[src/rtl/dram_arb_pkg.sv]
// Shared types and constants for the two-port DRAM command arbiter.
// Build option DRAM_ARB_FIXED_PRIO_EN is consumed by dram_arbiter.
package dram_arb_pkg;

  localparam int unsigned DRAM_ADDR_W = 32;
  localparam int unsigned DRAM_DATA_W = 144;
  localparam int unsigned DRAM_BE_W   = 18;

  typedef logic port_id_t;

  localparam port_id_t PORT0 = 1'b0;
  localparam port_id_t PORT1 = 1'b1;

  typedef enum logic {
    ISSUE = 1'b0,
    BEAT1 = 1'b1
  } arb_state_e;

  // Round-robin pick: on a tie the port that did not win last time goes next.
  function automatic port_id_t rr_pick(input logic req0, input logic req1, input port_id_t last);
    if (req0 && req1) begin
      return ~last;
    end else if (req1) begin
      return PORT1;
    end else begin
      return PORT0;
    end
  endfunction

endpackage

[src/rtl/dram_arbiter_if.sv]
// Bus bundle between the two DRAM requesters, the arbiter and the DRAM controller.
// slave = arbiter view, master = environment (requesters + controller) view.
interface dram_arbiter_if;
  import dram_arb_pkg::*;

  logic                   p0_cmd_valid;
  logic [DRAM_ADDR_W-1:0] p0_cmd_addr;
  logic                   p0_cmd_rnw;
  logic [DRAM_DATA_W-1:0] p0_wr_data;
  logic [DRAM_BE_W-1:0]   p0_wr_be;
  logic                   p0_cmd_ack;
  logic [DRAM_DATA_W-1:0] p0_rd_data;
  logic                   p0_rd_valid;

  logic                   p1_cmd_valid;
  logic [DRAM_ADDR_W-1:0] p1_cmd_addr;
  logic                   p1_cmd_rnw;
  logic [DRAM_DATA_W-1:0] p1_wr_data;
  logic [DRAM_BE_W-1:0]   p1_wr_be;
  logic                   p1_cmd_ack;
  logic [DRAM_DATA_W-1:0] p1_rd_data;
  logic                   p1_rd_valid;

  logic [DRAM_ADDR_W-1:0] dram_cmd_addr;
  logic                   dram_cmd_rnw;
  logic                   dram_cmd_valid;
  logic [DRAM_DATA_W-1:0] dram_wr_data;
  logic [DRAM_BE_W-1:0]   dram_wr_be;
  logic [DRAM_DATA_W-1:0] dram_rd_data;
  logic                   dram_rd_valid;
  logic                   dram_ready;
  logic                   arb_err;

  modport slave (
    input  p0_cmd_valid, p0_cmd_addr, p0_cmd_rnw, p0_wr_data, p0_wr_be,
    input  p1_cmd_valid, p1_cmd_addr, p1_cmd_rnw, p1_wr_data, p1_wr_be,
    input  dram_rd_data, dram_rd_valid, dram_ready,
    output p0_cmd_ack, p0_rd_data, p0_rd_valid,
    output p1_cmd_ack, p1_rd_data, p1_rd_valid,
    output dram_cmd_addr, dram_cmd_rnw, dram_cmd_valid, dram_wr_data, dram_wr_be,
    output arb_err
  );

  modport master (
    output p0_cmd_valid, p0_cmd_addr, p0_cmd_rnw, p0_wr_data, p0_wr_be,
    output p1_cmd_valid, p1_cmd_addr, p1_cmd_rnw, p1_wr_data, p1_wr_be,
    output dram_rd_data, dram_rd_valid, dram_ready,
    input  p0_cmd_ack, p0_rd_data, p0_rd_valid,
    input  p1_cmd_ack, p1_rd_data, p1_rd_valid,
    input  dram_cmd_addr, dram_cmd_rnw, dram_cmd_valid, dram_wr_data, dram_wr_be,
    input  arb_err
  );

endinterface

[src/rtl/dram_arb_tag_fifo.sv]
// In-order FIFO of issuing-port tags for outstanding read bursts.
// Push while full is accepted only together with a pop (occupancy unchanged).
module dram_arb_tag_fifo
  import dram_arb_pkg::*;
#(
  parameter int unsigned DEPTH = 32
) (
  input  logic     clk,
  input  logic     rst,
  input  logic     push,
  input  logic     pop,
  input  port_id_t push_id,
  output logic     full,
  output logic     empty,
  output port_id_t head
);

  localparam int unsigned PTR_W = $clog2(DEPTH);
  localparam int unsigned CNT_W = PTR_W + 1;

  logic [PTR_W-1:0] wr_ptr_r;
  logic [PTR_W-1:0] rd_ptr_r;
  logic [CNT_W-1:0] count_r;
  port_id_t         mem_r [DEPTH];
  logic             do_push_s;
  logic             do_pop_s;

  always_comb begin
    full      = (count_r == CNT_W'(DEPTH));
    empty     = (count_r == {CNT_W{1'b0}});
    head      = mem_r[rd_ptr_r];
    do_pop_s  = pop && !empty;
    do_push_s = push && (!full || do_pop_s);
  end

  // Pointers and occupancy; pointers wrap naturally since DEPTH is a power of two.
  always_ff @(posedge clk) begin
    if (rst) begin
      wr_ptr_r <= {PTR_W{1'b0}};
      rd_ptr_r <= {PTR_W{1'b0}};
      count_r  <= {CNT_W{1'b0}};
    end else begin
      if (do_push_s) begin
        wr_ptr_r <= wr_ptr_r + PTR_W'(1);
      end
      if (do_pop_s) begin
        rd_ptr_r <= rd_ptr_r + PTR_W'(1);
      end
      case ({do_push_s, do_pop_s})
        2'b10:   count_r <= count_r + CNT_W'(1);
        2'b01:   count_r <= count_r - CNT_W'(1);
        default: count_r <= count_r;
      endcase
    end
  end

  always_ff @(posedge clk) begin
    if (do_push_s) begin
      mem_r[wr_ptr_r] <= push_id;
    end
  end

endmodule

[src/rtl/dram_arbiter.sv]
// Two-port arbiter for the DRAM command interface, with tag-routed read returns.
// Define DRAM_ARB_FIXED_PRIO_EN for fixed port-0 priority instead of round-robin.
module dram_arbiter
  import dram_arb_pkg::*;
#(
  parameter int unsigned TAG_DEPTH = 32
) (
  input  logic          dram_clk,
  input  logic          dram_rst,
  dram_arbiter_if.slave bus
);

  arb_state_e             state_r;
  arb_state_e             state_s;
  port_id_t               owner_r;
  logic                   rnw_r;
  port_id_t               winner_s;
  port_id_t               sel_s;
  logic                   elig0_s;
  logic                   elig1_s;
  logic                   grant_s;
  logic [DRAM_ADDR_W-1:0] sel_addr_s;
  logic                   sel_rnw_s;
  logic [DRAM_DATA_W-1:0] sel_data_s;
  logic [DRAM_BE_W-1:0]   sel_be_s;
  logic                   tag_full_s;
  logic                   tag_empty_s;
  port_id_t               tag_head_s;
  logic                   push_s;
  logic                   pop_s;
  logic                   rd_hit_s;
  logic                   beat_r;
  logic                   arb_err_r;
`ifndef DRAM_ARB_FIXED_PRIO_EN
  port_id_t               last_r;
`endif

  // Eligibility: a full tag FIFO blocks reads only; nothing issues under reset.
  always_comb begin
    elig0_s = 1'b0;
    elig1_s = 1'b0;
    if (!dram_rst && (state_r == ISSUE) && bus.dram_ready) begin
      elig0_s = bus.p0_cmd_valid && (!bus.p0_cmd_rnw || !tag_full_s);
      elig1_s = bus.p1_cmd_valid && (!bus.p1_cmd_rnw || !tag_full_s);
    end else begin
      elig0_s = 1'b0;
      elig1_s = 1'b0;
    end
  end

  always_comb begin
    winner_s = PORT0;
`ifdef DRAM_ARB_FIXED_PRIO_EN
    if (elig0_s) begin
      winner_s = PORT0;
    end else if (elig1_s) begin
      winner_s = PORT1;
    end else begin
      winner_s = PORT0;
    end
`else
    winner_s = rr_pick(elig0_s, elig1_s, last_r);
`endif
  end

  // FSM next state and port select; BEAT1 always follows an issue.
  always_comb begin
    state_s = state_r;
    grant_s = 1'b0;
    sel_s   = PORT0;
    case (state_r)
      ISSUE: begin
        sel_s = winner_s;
        if (elig0_s || elig1_s) begin
          grant_s = 1'b1;
          state_s = BEAT1;
        end else begin
          grant_s = 1'b0;
          state_s = ISSUE;
        end
      end
      BEAT1: begin
        sel_s   = owner_r;
        state_s = ISSUE;
      end
      default: begin
        sel_s   = PORT0;
        state_s = ISSUE;
      end
    endcase
  end

  always_comb begin
    sel_addr_s = bus.p0_cmd_addr;
    sel_rnw_s  = bus.p0_cmd_rnw;
    sel_data_s = bus.p0_wr_data;
    sel_be_s   = bus.p0_wr_be;
    if (sel_s == PORT1) begin
      sel_addr_s = bus.p1_cmd_addr;
      sel_rnw_s  = bus.p1_cmd_rnw;
      sel_data_s = bus.p1_wr_data;
      sel_be_s   = bus.p1_wr_be;
    end else begin
      sel_addr_s = bus.p0_cmd_addr;
      sel_rnw_s  = bus.p0_cmd_rnw;
      sel_data_s = bus.p0_wr_data;
      sel_be_s   = bus.p0_wr_be;
    end
  end

  // Command outputs; the second beat of a read carries no byte enables.
  always_comb begin
    bus.dram_cmd_valid = grant_s;
    bus.dram_cmd_addr  = sel_addr_s;
    bus.dram_wr_data   = sel_data_s;
    bus.p0_cmd_ack     = grant_s && (sel_s == PORT0);
    bus.p1_cmd_ack     = grant_s && (sel_s == PORT1);
    push_s             = grant_s && sel_rnw_s;
    if (state_r == BEAT1) begin
      bus.dram_cmd_rnw = rnw_r;
      bus.dram_wr_be   = rnw_r ? {DRAM_BE_W{1'b0}} : sel_be_s;
    end else begin
      bus.dram_cmd_rnw = sel_rnw_s;
      bus.dram_wr_be   = sel_be_s;
    end
  end

  always_comb begin
    rd_hit_s        = bus.dram_rd_valid && !tag_empty_s && !dram_rst;
    pop_s           = rd_hit_s && beat_r;
    bus.p0_rd_valid = rd_hit_s && (tag_head_s == PORT0);
    bus.p1_rd_valid = rd_hit_s && (tag_head_s == PORT1);
    bus.p0_rd_data  = bus.dram_rd_data;
    bus.p1_rd_data  = bus.dram_rd_data;
    bus.arb_err     = arb_err_r;
  end

  // FSM state plus burst owner captured on the issue edge.
  always_ff @(posedge dram_clk) begin
    if (dram_rst) begin
      state_r <= ISSUE;
      owner_r <= PORT0;
      rnw_r   <= 1'b0;
    end else begin
      state_r <= state_s;
      if (grant_s) begin
        owner_r <= winner_s;
        rnw_r   <= sel_rnw_s;
      end
    end
  end

`ifndef DRAM_ARB_FIXED_PRIO_EN
  always_ff @(posedge dram_clk) begin
    if (dram_rst) begin
      last_r <= PORT1;
    end else if (grant_s) begin
      last_r <= winner_s;
    end
  end
`endif

  // Return beat parity and the sticky orphan-return flag.
  always_ff @(posedge dram_clk) begin
    if (dram_rst) begin
      beat_r    <= 1'b0;
      arb_err_r <= 1'b0;
    end else begin
      if (rd_hit_s) begin
        beat_r <= ~beat_r;
      end
      if (bus.dram_rd_valid && tag_empty_s) begin
        arb_err_r <= 1'b1;
      end
    end
  end

  dram_arb_tag_fifo #(
    .DEPTH (TAG_DEPTH)
  ) u_tag_fifo (
    .clk     (dram_clk),
    .rst     (dram_rst),
    .push    (push_s),
    .pop     (pop_s),
    .push_id (winner_s),
    .full    (tag_full_s),
    .empty   (tag_empty_s),
    .head    (tag_head_s)
  );

endmodule
[src/flat_wrapper.sv]
// flat-port wrapper written by rule: the top's interface ports become plain ports
module dram_arbiter_flat import dram_arb_pkg::*;
#(
  parameter int unsigned TAG_DEPTH = 32
)
  (dram_clk, dram_rst, bus_p0_cmd_valid, bus_p0_cmd_addr, bus_p0_cmd_rnw, bus_p0_wr_data, bus_p0_wr_be, bus_p1_cmd_valid, bus_p1_cmd_addr, bus_p1_cmd_rnw, bus_p1_wr_data, bus_p1_wr_be, bus_dram_rd_data, bus_dram_rd_valid, bus_dram_ready, bus_p0_cmd_ack, bus_p0_rd_data, bus_p0_rd_valid, bus_p1_cmd_ack, bus_p1_rd_data, bus_p1_rd_valid, bus_dram_cmd_addr, bus_dram_cmd_rnw, bus_dram_cmd_valid, bus_dram_wr_data, bus_dram_wr_be, bus_arb_err);
  dram_arbiter_if bus_i ();
  input  logic dram_clk;
  input  logic dram_rst;
  input wire logic [$bits(bus_i.p0_cmd_valid)-1:0] bus_p0_cmd_valid;
  input wire logic [$bits(bus_i.p0_cmd_addr)-1:0] bus_p0_cmd_addr;
  input wire logic [$bits(bus_i.p0_cmd_rnw)-1:0] bus_p0_cmd_rnw;
  input wire logic [$bits(bus_i.p0_wr_data)-1:0] bus_p0_wr_data;
  input wire logic [$bits(bus_i.p0_wr_be)-1:0] bus_p0_wr_be;
  input wire logic [$bits(bus_i.p1_cmd_valid)-1:0] bus_p1_cmd_valid;
  input wire logic [$bits(bus_i.p1_cmd_addr)-1:0] bus_p1_cmd_addr;
  input wire logic [$bits(bus_i.p1_cmd_rnw)-1:0] bus_p1_cmd_rnw;
  input wire logic [$bits(bus_i.p1_wr_data)-1:0] bus_p1_wr_data;
  input wire logic [$bits(bus_i.p1_wr_be)-1:0] bus_p1_wr_be;
  input wire logic [$bits(bus_i.dram_rd_data)-1:0] bus_dram_rd_data;
  input wire logic [$bits(bus_i.dram_rd_valid)-1:0] bus_dram_rd_valid;
  input wire logic [$bits(bus_i.dram_ready)-1:0] bus_dram_ready;
  output wire logic [$bits(bus_i.p0_cmd_ack)-1:0] bus_p0_cmd_ack;
  output wire logic [$bits(bus_i.p0_rd_data)-1:0] bus_p0_rd_data;
  output wire logic [$bits(bus_i.p0_rd_valid)-1:0] bus_p0_rd_valid;
  output wire logic [$bits(bus_i.p1_cmd_ack)-1:0] bus_p1_cmd_ack;
  output wire logic [$bits(bus_i.p1_rd_data)-1:0] bus_p1_rd_data;
  output wire logic [$bits(bus_i.p1_rd_valid)-1:0] bus_p1_rd_valid;
  output wire logic [$bits(bus_i.dram_cmd_addr)-1:0] bus_dram_cmd_addr;
  output wire logic [$bits(bus_i.dram_cmd_rnw)-1:0] bus_dram_cmd_rnw;
  output wire logic [$bits(bus_i.dram_cmd_valid)-1:0] bus_dram_cmd_valid;
  output wire logic [$bits(bus_i.dram_wr_data)-1:0] bus_dram_wr_data;
  output wire logic [$bits(bus_i.dram_wr_be)-1:0] bus_dram_wr_be;
  output wire logic [$bits(bus_i.arb_err)-1:0] bus_arb_err;
  assign bus_i.p0_cmd_valid = bus_p0_cmd_valid;
  assign bus_i.p0_cmd_addr = bus_p0_cmd_addr;
  assign bus_i.p0_cmd_rnw = bus_p0_cmd_rnw;
  assign bus_i.p0_wr_data = bus_p0_wr_data;
  assign bus_i.p0_wr_be = bus_p0_wr_be;
  assign bus_i.p1_cmd_valid = bus_p1_cmd_valid;
  assign bus_i.p1_cmd_addr = bus_p1_cmd_addr;
  assign bus_i.p1_cmd_rnw = bus_p1_cmd_rnw;
  assign bus_i.p1_wr_data = bus_p1_wr_data;
  assign bus_i.p1_wr_be = bus_p1_wr_be;
  assign bus_i.dram_rd_data = bus_dram_rd_data;
  assign bus_i.dram_rd_valid = bus_dram_rd_valid;
  assign bus_i.dram_ready = bus_dram_ready;
  assign bus_p0_cmd_ack = bus_i.p0_cmd_ack;
  assign bus_p0_rd_data = bus_i.p0_rd_data;
  assign bus_p0_rd_valid = bus_i.p0_rd_valid;
  assign bus_p1_cmd_ack = bus_i.p1_cmd_ack;
  assign bus_p1_rd_data = bus_i.p1_rd_data;
  assign bus_p1_rd_valid = bus_i.p1_rd_valid;
  assign bus_dram_cmd_addr = bus_i.dram_cmd_addr;
  assign bus_dram_cmd_rnw = bus_i.dram_cmd_rnw;
  assign bus_dram_cmd_valid = bus_i.dram_cmd_valid;
  assign bus_dram_wr_data = bus_i.dram_wr_data;
  assign bus_dram_wr_be = bus_i.dram_wr_be;
  assign bus_arb_err = bus_i.arb_err;
  dram_arbiter #(.TAG_DEPTH(TAG_DEPTH)) u_core (.dram_clk(dram_clk), .dram_rst(dram_rst), .bus(bus_i));
endmodule
[config.mk]
export PLATFORM = sky130hd
export DESIGN_NAME = dram_arbiter_flat
export DESIGN_NICKNAME = d
export VERILOG_FILES = /design/src/rtl/dram_arb_pkg.sv /design/src/rtl/dram_arbiter_if.sv /design/src/rtl/dram_arb_tag_fifo.sv /design/src/rtl/dram_arbiter.sv /design/src/flat_wrapper.sv
export SDC_FILE = /design/constraint.sdc
export NUM_CORES = 1
export LEC_CHECK = 0
export BUFFER_PORTS_ARGS = -buffer_cell sky130_fd_sc_hd__buf_2
export CAP_MARGIN = 20
export CORE_AREA = 2 2 403 405
export CTS_CLUSTER_SIZE = 20
export DETAILED_ROUTE_END_ITERATION = 10
export DIE_AREA = 0 0 405 407
export MAX_ROUTING_LAYER = met4
export PLACE_DENSITY = 0.32
export SYNTH_ARGS = -nofsm -noshare
export SYNTH_HDL_FRONTEND = slang
export SYNTH_SLANG_ARGS = --single-unit
[constraint.sdc]
create_clock -name dram_clk -period 5.2 [get_ports dram_clk]
set_clock_uncertainty 0.15 [all_clocks]
set_input_delay 0 -clock dram_clk [delete_from_list [all_inputs] [get_ports dram_clk]]
set_output_delay 0 -clock dram_clk [all_outputs]
set_load 0.01 [all_outputs]
==> results.md <==
- Outcome: complete, no violations
- Sw Share: 0.3413
- Starting Density: 0.04799
- Clk slew on worst S/H paths: 0.06 ns
- First-pass GRT wire length: 81.08 mm
- Critical Path RT: 5.26 ns
- # fillers: 18750
- Cell variety after synth: 49
- Die Span Y: 407 um
- Flop pwr share: 0.251
- Post-synth top area share: 0.2959
- Syn Nets: 1336
- I/O pins: 1029
- Min Tclk post-route: 3.905 ns
- Logic pwr share: 0.428
- Tot GR Track Use: 0.07970
- Peak supply drop: 0.1142 mV
- Wire length per cell: 20.45 um
- Number of global-route vias before repair: 7336
- Port bufs: 596
- Num CTS Buffers: 9
- Initial antenna violation count: 83
- Arrival time worst endpoint: 3.96 ns
- CP cell instances: nor3_4, a41oi_2, a22oi_2, mux2_4, ha_1, xor2_1, ha_1, a21oi_1, o22ai_1, a222oi_1, or3_1, a21oi_1
- Setup violators final: 0
- Syn Inst Count: 788
- Fin Setup TNS: 0 ns
- Worst-case clock buffer depth: 2
- Sequential share of the synthesized area: 0.1953
- CP Launch Type: flip-flop
- Skew-Pair Late Insertion Delay: 0.33 ns
- Final core utilization: 0.08035
- CTS H-tree lvls: 3
- Final-stage net count: 1764
- Mapped Area: 7687 um2
- Drt pass-1 iters: 4
- Root Buffer: clkbuf_16
- Gpl congestion: 0.7569
- Slew headroom: 0.4047
- Share of cells above drive strength 1: 0.6798
- Clk pwr share: 0.321
- Final hold vios: 0
- Power Density: 155.7 nW/um2
- DP HPWL: 62.93 mm
- WL final: 69.88 mm
- Die width: 405 um
- Vias per std cell: 2.296
- Top area cells in the synthesized netlist: buf_4 30%, mux2_2 26%, edfxtp_1 13%
- Leakage: 5.080 nW
- Unrepaired setup endpoints after global routing: no
- P&R area growth vs syn: 67.45%
- Area leader, netlist: buf_4
- Final global-route overflow total: 0
- Max Cap Viol: 0
- Fin. max-slew vios: 0
- Via count: 7845
- Num rows: 147
- Synthesized area per cell: 9.756 um2
- Worst slew pin tran: 0.8929 ns
- CTS sink count: 59
- CP max stage cell: mux2_4
- Post-synth EDFFs: 32
- Total power: 2.005 mW
- Die ar.: 164800 um2
- Crit path capture type: flip-flop
- Commonest cells after routing, fill and taps aside: 596 x buf_2, 180 x mux2_2, 145 x dlygate4sd3_1, 43 x nor2_1, 32 x edfxtp_1
- Dominant synthesized flop cell: edfxtp_1
- FFs w/ async S/R, synth: 0
- Largest net degree at the start of global routing: 120
- Most common cell after layout, fill and taps aside: buf_2
- Critical path's top delay family: compound AO/OA/AOI/OAI gates
- Crit Path Category: reg -> reg
- Total number of yosys warnings: 0
- DRC Markers: 0
- Crit path largest cell delay: 0.50 ns
- Max Fclk: 256.1 MHz
- Antenna Nets Post-Route: 0
- Worst-path maximum fanout: 29
- Flop and latch count out of synthesis: 59
- Core area: 160200 um2
- CTS tree: built
- Net switching power: 684.3 uW
- Buf+Inv Stages, Crit Path: 0
- Tcrit/Tclk final: 0.7510
- DR iter-0 viols: 303
- Hold Crit Class: in -> reg
- Int Pwr: 1.320 mW
## what timing repair did
action,in CTS,in global routing
hold buffers,145,0
resized for setup,0,0
endpoints found under the hold margin,289,0
setup endpoints to repair,0,0
setup buffers,0,0
## worst paths after layout
path / cells after the start / slack (ns) / from / endpoint
worst max-delay path: 12 / 1.29 / u_core.u_tag_fifo.count_r[2] / u_core.u_tag_fifo.count_r[4]
worst min-delay path: 4 / 0.03 / bus_p1_cmd_rnw / u_core.u_tag_fifo.wr_ptr_r[3]
worst max register to register: 12 / 1.29 / u_core.u_tag_fifo.count_r[2] / u_core.u_tag_fifo.count_r[4]
worst min register to register: 2 / 0.33 / u_core.rnw_r / u_core.rnw_r
## power groups by stage
stage          sequential, mW  clock [mW]  combinational [mW]
2_1_floorplan           0.510           0               0.522
3_3_place_gp            0.513           0               0.637
3_5_place_dp            0.513           0               0.635
4_1_cts                 0.503       0.661               0.866
5_1_grt                 0.504       0.681               0.915
6_report                0.503       0.643               0.858
## synth_stat cells, types with 3 or more instances
cell      instances
nand3b_1          4
dfxtp_1          27
buf_6             6
nand2_1           5
buf_4           303
a21oi_1           9
o211ai_1          6
xor2_1            6
nor3b_2          18
mux2_2          180
and2_1            3
nor3b_1           6
xnor2_1           3
a31oi_1           5
edfxtp_1         32
nor2_1           43
buf_2             9
mux4_2            8
mux2i_1          28
or3_1             6
nand2b_1          7
o21ai_0           9
ha_1              8
clkbuf_1         10
inv_1            12
## cell type report
| type | count | area, um2 | share of cell area |
|---|---|---|---|
| multi-input cells | 387 | 3709 | 0.2881 |
| diodes | 36 | 90.09 | 0.006998 |
| repair buffers | 747 | 4504 | 0.3499 |
| flip-flops and latches | 59 | 1501 | 0.1166 |
| well taps | 2160 | 2703 | 0.2100 |
| clock buffers | 11 | 242.7 | 0.01886 |
| inverters | 12 | 45.04 | 0.003499 |
| clock inverters | 5 | 77.57 | 0.006026 |
## worst min-delay path, stage by stage
cell and delay (ns):
buf_2 0.15, o211ai_1 0.09, mux2i_1 0.10, mux2i_1 0.12
## metrics by stage
step	instance area, um2	cells	hold WS, ns	setup slack, ns
after floorplan	7687	788	-0.05823	1.539
after global placement	11010	3220	-0.1499	1.258
after detailed placement	11010	3220	-0.1499	1.331
after CTS	12780	3381	0.02829	1.301
after global routing	12860	3411	0.07326	0.9305
final	12870	3417	0.03458	1.295
## sequential cells by signal, indices dropped and copies added, names as in the netlist, named ones only
name	cells
u_core.u_tag_fifo.mem_r	32
u_core.owner_r	1
u_core.rnw_r	1
u_core.bus.arb_err	1
u_core.last_r	1
u_core.u_tag_fifo.rd_ptr_r	5
u_core.u_tag_fifo.wr_ptr_r	5
u_core.beat_r	1
u_core.state_r	1
u_core.u_tag_fifo.count_r	6
## kinds of logic (layout without fill, tap and decap cells)
| group | count (synthesis) | after routing | share of synthesized area |
|---|---|---|---|
| DFF | 59 | 59 | 0.1953 |
| muxes | 217 | 217 | 0.3255 |
| adders and majority gates | 8 | 8 | 0.01302 |
| other | 0 | 36 | 0 |
| xor gates and xnor gates | 9 | 9 | 0.01025 |
| and+or+nand+nor | 111 | 111 | 0.09554 |
| buffers and inverters | 342 | 775 | 0.3223 |
| AOI/OAI and AO/OA | 42 | 42 | 0.03809 |
## per-layer routing
layer  global-route usage  wire, um
met1              0.09942     29010
met2               0.1215     30810
met3              0.03239      8442
met4              0.01335      1614
met5                    -         0
(Power assumes the default switching activity.)
